<file path="src/rtl/trng_pkg.sv">
// TRNG seed controller shared types and defaults.
// State encoding plus default word, timeout and health limits.
package trng_pkg;

  typedef enum logic [1:0] {
    S_IDLE,
    S_COLLECT,
    S_PRESENT,
    S_FAIL
  } state_t;

  localparam int WORD_W_DEF     = 32;
  localparam int MAX_CYCLES_DEF = 1024;
  localparam int REP_LIMIT_DEF  = 16;

endpackage

</file>
<file path="src/rtl/trng_rep_counter.sv">
// Repetition-count health test on corrected entropy bits.
// trip flags the accepted bit that completes REP_LIMIT equal bits in a row.
module trng_rep_counter #(
  parameter int REP_LIMIT = 16
) (
  input  logic clk,
  input  logic reset_n,
  input  logic clear,
  input  logic valid,
  input  logic data,
  output logic trip
);

  localparam int CW = $clog2(REP_LIMIT) + 1;
  localparam logic [CW-1:0] LIM = CW'(REP_LIMIT);

  logic [CW-1:0] run;
  logic [CW-1:0] run_nxt;
  logic          last;

  // run==0 means no bit seen since clear, so any bit starts a new run
  always_comb begin
    run_nxt = CW'(1);
    if (run != '0 && data == last)
      run_nxt = (run >= LIM) ? run : run + 1'b1;
  end

  assign trip = valid && (run_nxt >= LIM);

  always_ff @(posedge clk or negedge reset_n) begin
    if (!reset_n) begin
      run  <= '0;
      last <= 1'b0;
    end else if (clear) begin
      run  <= '0;
      last <= 1'b0;
    end else if (valid) begin
      run  <= run_nxt;
      last <= data;
    end
  end

endmodule

</file>
<file path="src/rtl/trng_seed_controller.sv">
// Collects Von Neumann corrected bits into seed words with
// timeout supervision and a repetition-count health test.
module trng_seed_controller
  import trng_pkg::*;
#(
  parameter int WORD_W     = WORD_W_DEF,
  parameter int MAX_CYCLES = MAX_CYCLES_DEF,
  parameter int REP_LIMIT  = REP_LIMIT_DEF
) (
  input  logic              clk,
  input  logic              reset_n,
  input  logic              start,
  output logic              vn_enable,
  input  logic              vn_valid,
  input  logic              vn_bit,
  output logic              seed_valid,
  input  logic              seed_ready,
  output logic [WORD_W-1:0] seed_data,
  output logic              busy,
  output logic              timeout,
  output logic              health_fail,
  input  logic              clear_fail
);

  localparam int BW = $clog2(WORD_W) + 1;
  localparam int CW = $clog2(MAX_CYCLES) + 1;
  localparam logic [BW-1:0] BIT_LAST = BW'(WORD_W - 1);
  localparam logic [CW-1:0] CYC_LAST = CW'(MAX_CYCLES - 1);

  state_t            state;
  state_t            state_nxt;
  logic [WORD_W-2:0] shreg;
  logic [WORD_W-1:0] shreg_nxt;
  logic [BW-1:0]     bit_cnt;
  logic [CW-1:0]     cyc_cnt;

  logic collect;
  logic accept;
  logic complete;
  logic expire;
  logic handshake;
  logic launch;
  logic trip;

  assign collect   = (state == S_COLLECT);
  assign accept    = collect && vn_valid;
  assign complete  = accept && (bit_cnt == BIT_LAST);
  assign expire    = collect && (cyc_cnt == CYC_LAST) && !complete;
  assign handshake = (state == S_PRESENT) && seed_ready;
  assign launch    = start && ((state == S_IDLE) || handshake);
  assign shreg_nxt = {shreg, vn_bit};

  assign vn_enable   = collect;
  assign seed_valid  = (state == S_PRESENT);
  assign busy        = collect || seed_valid;
  assign health_fail = (state == S_FAIL);
  assign timeout     = expire && !trip;

  trng_rep_counter #(
    .REP_LIMIT (REP_LIMIT)
  ) u_rep (
    .clk     (clk),
    .reset_n (reset_n),
    .clear   (launch),
    .valid   (accept),
    .data    (vn_bit),
    .trip    (trip)
  );

  // health trip outranks completion, completion outranks timeout
  always_comb begin
    state_nxt = state;
    unique case (state)
      S_IDLE:    if (start) state_nxt = S_COLLECT;
      S_COLLECT: begin
        if (trip)          state_nxt = S_FAIL;
        else if (complete) state_nxt = S_PRESENT;
        else if (expire)   state_nxt = S_IDLE;
      end
      S_PRESENT: if (seed_ready)
        state_nxt = start ? S_COLLECT : S_IDLE;
      S_FAIL:    if (clear_fail) state_nxt = S_IDLE;
      default:   state_nxt = S_IDLE;
    endcase
  end

  always_ff @(posedge clk or negedge reset_n) begin
    if (!reset_n) begin
      state     <= S_IDLE;
      shreg     <= '0;
      bit_cnt   <= '0;
      cyc_cnt   <= '0;
      seed_data <= '0;
    end else begin
      state <= state_nxt;
      if (launch) begin
        shreg   <= '0;
        bit_cnt <= '0;
        cyc_cnt <= '0;
      end else if (collect) begin
        if (cyc_cnt != CYC_LAST)
          cyc_cnt <= cyc_cnt + 1'b1;
        if (accept) begin
          shreg <= shreg_nxt[WORD_W-2:0];
          if (bit_cnt != BIT_LAST)
            bit_cnt <= bit_cnt + 1'b1;
        end
      end
      if (complete && !trip)
        seed_data <= shreg_nxt;
    end
  end

endmodule

</file>
<file path="config.mk">
export PLATFORM = sky130hd
export DESIGN_NAME = trng_seed_controller
export DESIGN_NICKNAME = d
export VERILOG_FILES = /design/src/rtl/trng_pkg.sv /design/src/rtl/trng_rep_counter.sv /design/src/rtl/trng_seed_controller.sv
export SDC_FILE = /design/constraint.sdc
export NUM_CORES = 1
export LEC_CHECK = 0
export CORE_ASPECT_RATIO = 0.5
export CORE_UTILIZATION = 40
export DETAILED_ROUTE_END_ITERATION = 6
export PLACE_DENSITY = 0.62
export SETUP_SLACK_MARGIN = 0.5
export SLEW_MARGIN = 0
export SYNTH_ARGS = -nofsm -noshare
export SYNTH_HDL_FRONTEND = slang
export SYNTH_SLANG_ARGS = --single-unit
</file>
<file path="constraint.sdc">
create_clock -name clk -period 2.1 [get_ports clk]
set_input_delay 0.42 -clock clk [delete_from_list [all_inputs] [get_ports clk]]
set_output_delay 0.42 -clock clk [all_outputs]
set_load 0.05 [all_outputs]
</file>
### Word level (Yosys, flattened, before mapping)

Cells that the tools add are included.

* register bits: 88
* latch bits: 0
* RAM bits: 0
* ROM bits: 0
* input port bits: 7
* output and inout bits: 37
* word-level logic and storage cells: 72
* memories: 0

* add/subtract/negate cells: 3
* multipliers: 0
* div/mod/pow operators: 0
* magnitude comparators: 2
* equality and inequality tests: 12
* shift-type cells: 0
* mux-type cells: 24
* bitwise gates (word level): 0
* reductions and logical operators: 24

Operators by type and width (number)
* 2-to-1 mux 31 bit: 3
* 2-to-1 mux 11 bit: 3
* 2-to-1 mux 6 bit: 4
* 2-to-1 mux 5 bit: 4
* 2-to-1 mux 2 bit: 6
* adder 11 x 1 -> 11 bit (second input constant): 1
* equality test 11 x 10 -> 1 bit (second input constant): 1
* != test 11 x 10 -> 1 bit (second input constant): 1
* greater-or-equal comparator 5 bit (second input constant): 2
* logical AND 1 bit: 10
* one-hot mux 2 bit (4 select lines): 1
* nonzero test 2 bit: 4
* adder 6 x 1 -> 6 bit (second input constant): 1
* equality test 6 x 5 -> 1 bit (second input constant): 1
* != test 6 x 5 -> 1 bit (second input constant): 1
* adder 5 x 1 -> 5 bit (second input constant): 1
* nonzero test 5 bit: 1
* equality test 2 bit (second input constant): 2
* != test 2 x 1 -> 1 bit (second input constant): 2
* != test 4 x 1 -> 1 bit (second input constant): 1
* AND reduction 2 bit: 2
* AND reduction 4 bit: 1
* 2-to-1 mux 1 bit: 3
* AND reduction 3 bit: 1
* 6 further kinds: 8

### Depth between registers and ports, before layout

* word-level depth: 9
* mapped depth: 7
* mapped depth without buffers: 6

### Cells and area by module

A second synthesis with hierarchy kept.

* cells, all modules: 365
* area, all modules: 3928.8 sq um

By module, submodules not included
* trng_seed_controller: instances 1, cells an instance 322, area each 3550.9 sq um, sequential area each 2052.0 sq um
* trng_rep_counter: instances 1, cells an instance 43, area each 377.9 sq um, sequential area each 150.1 sq um

### Worst setup path before layout

OpenSTA, ideal clock, no wires.

* path kind: register -> output
* from: register state[1]
* to: output timeout
* arrival time: 2.164 ns
* required time: 1.680 ns
* path slack: -0.484 ns
* cell stages (with the launch flop): 6
* buffers on the path: 0
* cell sequence: dfrtp_1 inv_1 ha_1 and4_1 nand2_1 a21oi_1

* cells in the longest elaborated chain, start to end: 6
* elaborated cells between the ends (all ways): 9
* those cells by class: 1 x eq/ne; 8 x reduce/logical

RTL lines
* from (decl): line trng_seed_controller.sv:30 `state_t state;`
* from (signal assigned): line trng_seed_controller.sv:95 `state <= state_nxt;`
* equality test 2 x 1 -> 1 bit *: line trng_seed_controller.sv:45 `assign collect = (state == S_COLLECT);`
* net vn_enable: line trng_seed_controller.sv:13 `output logic vn_enable,`
* logical AND 1 bit: line trng_seed_controller.sv:46 `assign accept = collect && vn_valid;`
* logical AND 1 bit: line trng_seed_controller.sv:47 `assign complete = accept && (bit_cnt == BIT_LAST);`
* logical NOT 1 bit: line trng_seed_controller.sv:48 `assign expire = collect && (cyc_cnt == CYC_LAST) && !complete;`
* logical AND 1 bit: line trng_seed_controller.sv:48
* logical AND 1 bit *: line trng_seed_controller.sv:57 `assign timeout = expire && !trip;`
* to (decl): line trng_seed_controller.sv:20 `output logic timeout,`

The timed path passes the listed nets; every way through them passes the cells marked *.

### Final worst setup path

* from: register u_rep.run[1]
* to: output timeout

* cells in the longest elaborated chain, start to end: 7
* elaborated cells between the ends (all ways): 10
* those cells by class: 1 x add/sub; 2 x order compare; 2 x mux; 5 x reduce/logical

RTL lines
* from (decl): line trng_rep_counter.sv:17 `logic [CW-1:0] run;`
* from (signal assigned): line trng_rep_counter.sv:38 `run <= run_nxt;`
* adder 5 x 1 -> 5 bit, or another cell as far along: line trng_rep_counter.sv:25 `run_nxt = (run >= LIM) ? run : run + 1'b1;`
* 2-to-1 mux 5 bit / logical AND 1 bit (equally long branches): line trng_rep_counter.sv:25, trng_rep_counter.sv:24
* 2-to-1 mux 5 bit *: line trng_rep_counter.sv:24 `if (run != '0 && data == last)`
* greater-or-equal comparator 5 bit *: line trng_rep_counter.sv:28 `assign trip = valid && (run_nxt >= LIM);`
* logical AND 1 bit *: line trng_rep_counter.sv:28
* logical NOT 1 bit *: line trng_seed_controller.sv:57
* logical AND 1 bit *: line trng_seed_controller.sv:57

Every way passes the cells marked *; elsewhere a longest branch is shown, timed or not.

==> reports/summary.md <==
TritonCTS built the clock tree. Including well taps, the total number of placed cells is 526. The highest-delay cell along the critical path is dfrtp_1.

The number of warnings issued by yosys was 0; the count of distinct cell types in the synthesized netlist was 42. Setup violations remaining at the end of the flow were counted as 31. The number of antenna violations at the first check in global routing came out at 0. Top-area cell type share of the netlist area: 56.8%. Summing every instance area after synthesis gives 3870 µm². Leading register cell type out of synthesis: dfrtp_1. The final reports fail on setup timing. Data on the critical path arrives at its endpoint at 1.82 ns. 44 I/O pins were placed. The logs give 0 for the overall overflow remaining after global route and 24 for the row count. The area of all placed cells without fillers was 5790 µm²; the aggregate global-route resource usage was 20.0%.

For the maximum frequency from static timing analysis, the log shows 0.447 GHz. Dividing the detail-routed via count by the number of cells gives 5.33. At the pin with the least slew margin, the transition time is 0.549 ns. Entering global routing, the biggest net connects 47 pins. The power density over the cells was 900 nW/µm². Type of the setup path with the least slack: reg -> out. The clock-pin slew on the worst setup and hold paths is 0.06 ns. The tools report the root buffer selected by CTS as clkbuf_16. The sequential area share after synthesis came out at 56.8%. The logs give 0 for the number of antenna-violating nets in the routed design and 0.801 for the global placement routability congestion.

No sink is reached through more buffers than the 2 on the longest clock path. Across the run, the number of max-cap violations was 0. For this run, design rule violations remaining after detail routing come to 0. The maximum resistive drop on vdd was 0.550 mV.

In the synthesized netlist, the cells that appear most often are dfrtp_1, nand2_1, a21oi_1, mux2_2, nor2_1. After synthesis, the cell types taking the most area are dfrtp_1, mux2_2, nand2_1, a21oi_1, ha_1. STA classifies the critical path endpoint as an output port. The tightest hold path in the finished design has a slack of 0.495 ns. For the utilization of the core after routing, the log shows 64.1%. Summed over all layers, the routed wires come to 9580 µm.

Library cell occupying the most area in the post-synthesis netlist: dfrtp_1. In the finished design, the share of the clock period the worst path needs comes to 106%. The critical path contains buffers and inverters numbering 3 combined. The run finished, with violations left.

After detailed placement, the total cell area comes to 4600 µm². Total iterations of the first detailed-routing run: 6. The HPWL after detailed placement is 5280 µm. The repair_antennas step left the layout with diodes totalling 0.

From synthesis to final layout, the design area changed by 49.4%. For the area of the core, the log shows 9040 µm². STA puts the critical path data required time at 1.68 ns. Traced cell by cell, the critical path runs through inv_1, ha_1, nor4b_4, o32ai_1, buf_4, a21oi_4, buf_12. The run gives 668 as the fill cell total of the finished layout. The max-slew violation count is 0. Total power for the finished layout comes to 5.21 mW. In this run, CTS created clock tree buffers numbering 9. In the synthesized netlist the async set-or-reset flop fraction comes to 100%. Proportion of layout cells with a drive suffix above 1: 47.2%. The clock reaches the later pin of the worst-skew pair after 0.34 ns. Synthesis produced a netlist whose cell count is 353.

The tools report the count of nets after finishing as 448. Clock tree synthesis found a total of 88 sinks. In this run the tool buffered the top-level ports with 43 buffer cells. For this design the static power due to leakage is 2.42 nW.

The die covers 10100 µm². The type of element launching the critical path was a flip-flop. In this design, the stage delay of the slowest critical-path cell is 0.42 ns. The mean post-synth cell area was 11.0 µm²; the depth of the CTS H-tree was 3. After layout, the minimum clock period comes to 2.24 ns. The total of flip-flops plus latches after synthesis works out to 88.

Among all cell types in the netlist, the one instantiated most often is dfrtp_1. The violation count after the first detailed-routing iteration was 172; the y dimension of the die was 71.6 µm. The final routed wire length divided by cell count is 16.9 µm, and the count of placed standard cells in the final layout, fillers left out is 566. Summing over every cut layer, the via total after detailed routing is 3017. The run gives 0 as the total count of hold-check failures in the final report. The final critical-path setup slack is -0.136 ns. The maximum clock skew at final layout is 0.00452 ns. Setup repair after global routing could not meet its margin everywhere. The first global-routing pass estimated 15300 µm of wire.

The dominant delay contributor by cell family on the critical path is flip-flops. Measured along the x axis, the die boundary spans 141 µm. Once the floorplan was initialized, standard cells occupied 42.9% of the core.

When the netlist entered floorplanning its net count stood at 369. Yosys mapped a number of flops with a built-in enable equal to 0. For the worst max-slew margin expressed relative to the limit, the log shows 63.1%. The tools report the via count of the first global-routing pass as 3027.

The path class of the tightest hold or removal check is reg -> reg. Along the worst path, the maximum fanout reaches 4.
cell families after synthesis:
family,after synthesis,synth area share [%]
xor+xnor,10,2.26
mux,35,10.1
flops,88,56.8
compound gates,69,10.4
fa+ha+maj,9,2.91
simple gates,117,14.6
buf+inv,25,3.00
final timing paths:
path	from	to	slack [ns]	depth (start not counted)
max in group asynchronous	reset_n	seed_data[26]	0.99	3
min reg2reg	seed_data[7]	seed_data[7]	0.49	1
min in group asynchronous	reset_n	bit_cnt[3]	0.50	2
min	seed_data[7]	seed_data[7]	0.49	1
max reg2reg	u_rep.run[1]	seed_data[12]	-0.06	10
max	u_rep.run[1]	timeout	-0.14	7
placed cells by master (no fill, tap or decap), drive strengths merged, types with 3 or more instances in the layout:
master	count
clkdlybuf4s50	4
and2	3
buf	46
mux2	32
o31ai	4
ha	9
dfrtp	88
nand2	70
a21oi	43
nor3	5
nor2	16
o21ai	7
o2111ai	3
nand3	4
xor2	8
clkdlybuf4s15	31
clkbuf	11
and4	3
inv	9
mux2i	3
nand3b	3
flip-flops by register name, summed over array words and instances, names as in the netlist:
| register | count |
|---|---|
| state | 2 |
| u_rep.last | 1 |
| shreg | 31 |
| bit_cnt | 6 |
| cyc_cnt | 11 |
| u_rep.run | 5 |
| seed_data | 32 |
stage by stage:
stage	TNS (ns)	worst slack [ns]
2_1_floorplan	0	0.167
3_3_place_gp	-4.63	-0.177
3_5_place_dp	-6.42	-0.204
4_1_cts	-0.119	-0.116
5_1_grt	-3.48	-0.233
6_report	-1.26	-0.136
power by group:
group / switching, mW / leakage (nW) / internal [mW] / total, mW
registers: 0.108 / 1.22 / 1.80 / 1.91
logic: 0.967 / 1.07 / 0.772 / 1.74
clock network: 0.649 / 0.135 / 0.915 / 1.56
area by class of cell:
type / instances / area [µm²] / area share (%)
sequential: 88 / 2200 / 38.0
clock inverter: 5 / 58.8 / 1.02
inverter: 9 / 41.3 / 0.713
tap: 130 / 163 / 2.81
multi-input combinational: 240 / 2050 / 35.5
clock buffer: 10 / 229 / 3.95
timing repair buffer: 84 / 1040 / 18.0
repair_timing:
action                                 4_1_cts  5_1_grt
hold buffers                                 1        0
buffers inserted                            19        0
endpoints found under the hold margin       17        0
pin swaps                                   12        3
cloned                                       5        0
setup endpoints to repair                  123       93
resized for setup                          192       42
metal layers:
| layer | global-route usage, % | vias up | wire, µm |
|---|---|---|---|
| met3 | 4.55 | 15 | 345 |
| met4 | 7.00 | 0 | 162 |
| met2 | 33.5 | 52 | 4780 |
| met1 | 26.1 | 1554 | 4290 |
| met5 | 0 | - | 0 |
| li1 | - | 1396 | - |
No activity file was read; power rests on OpenSTA's default activity.
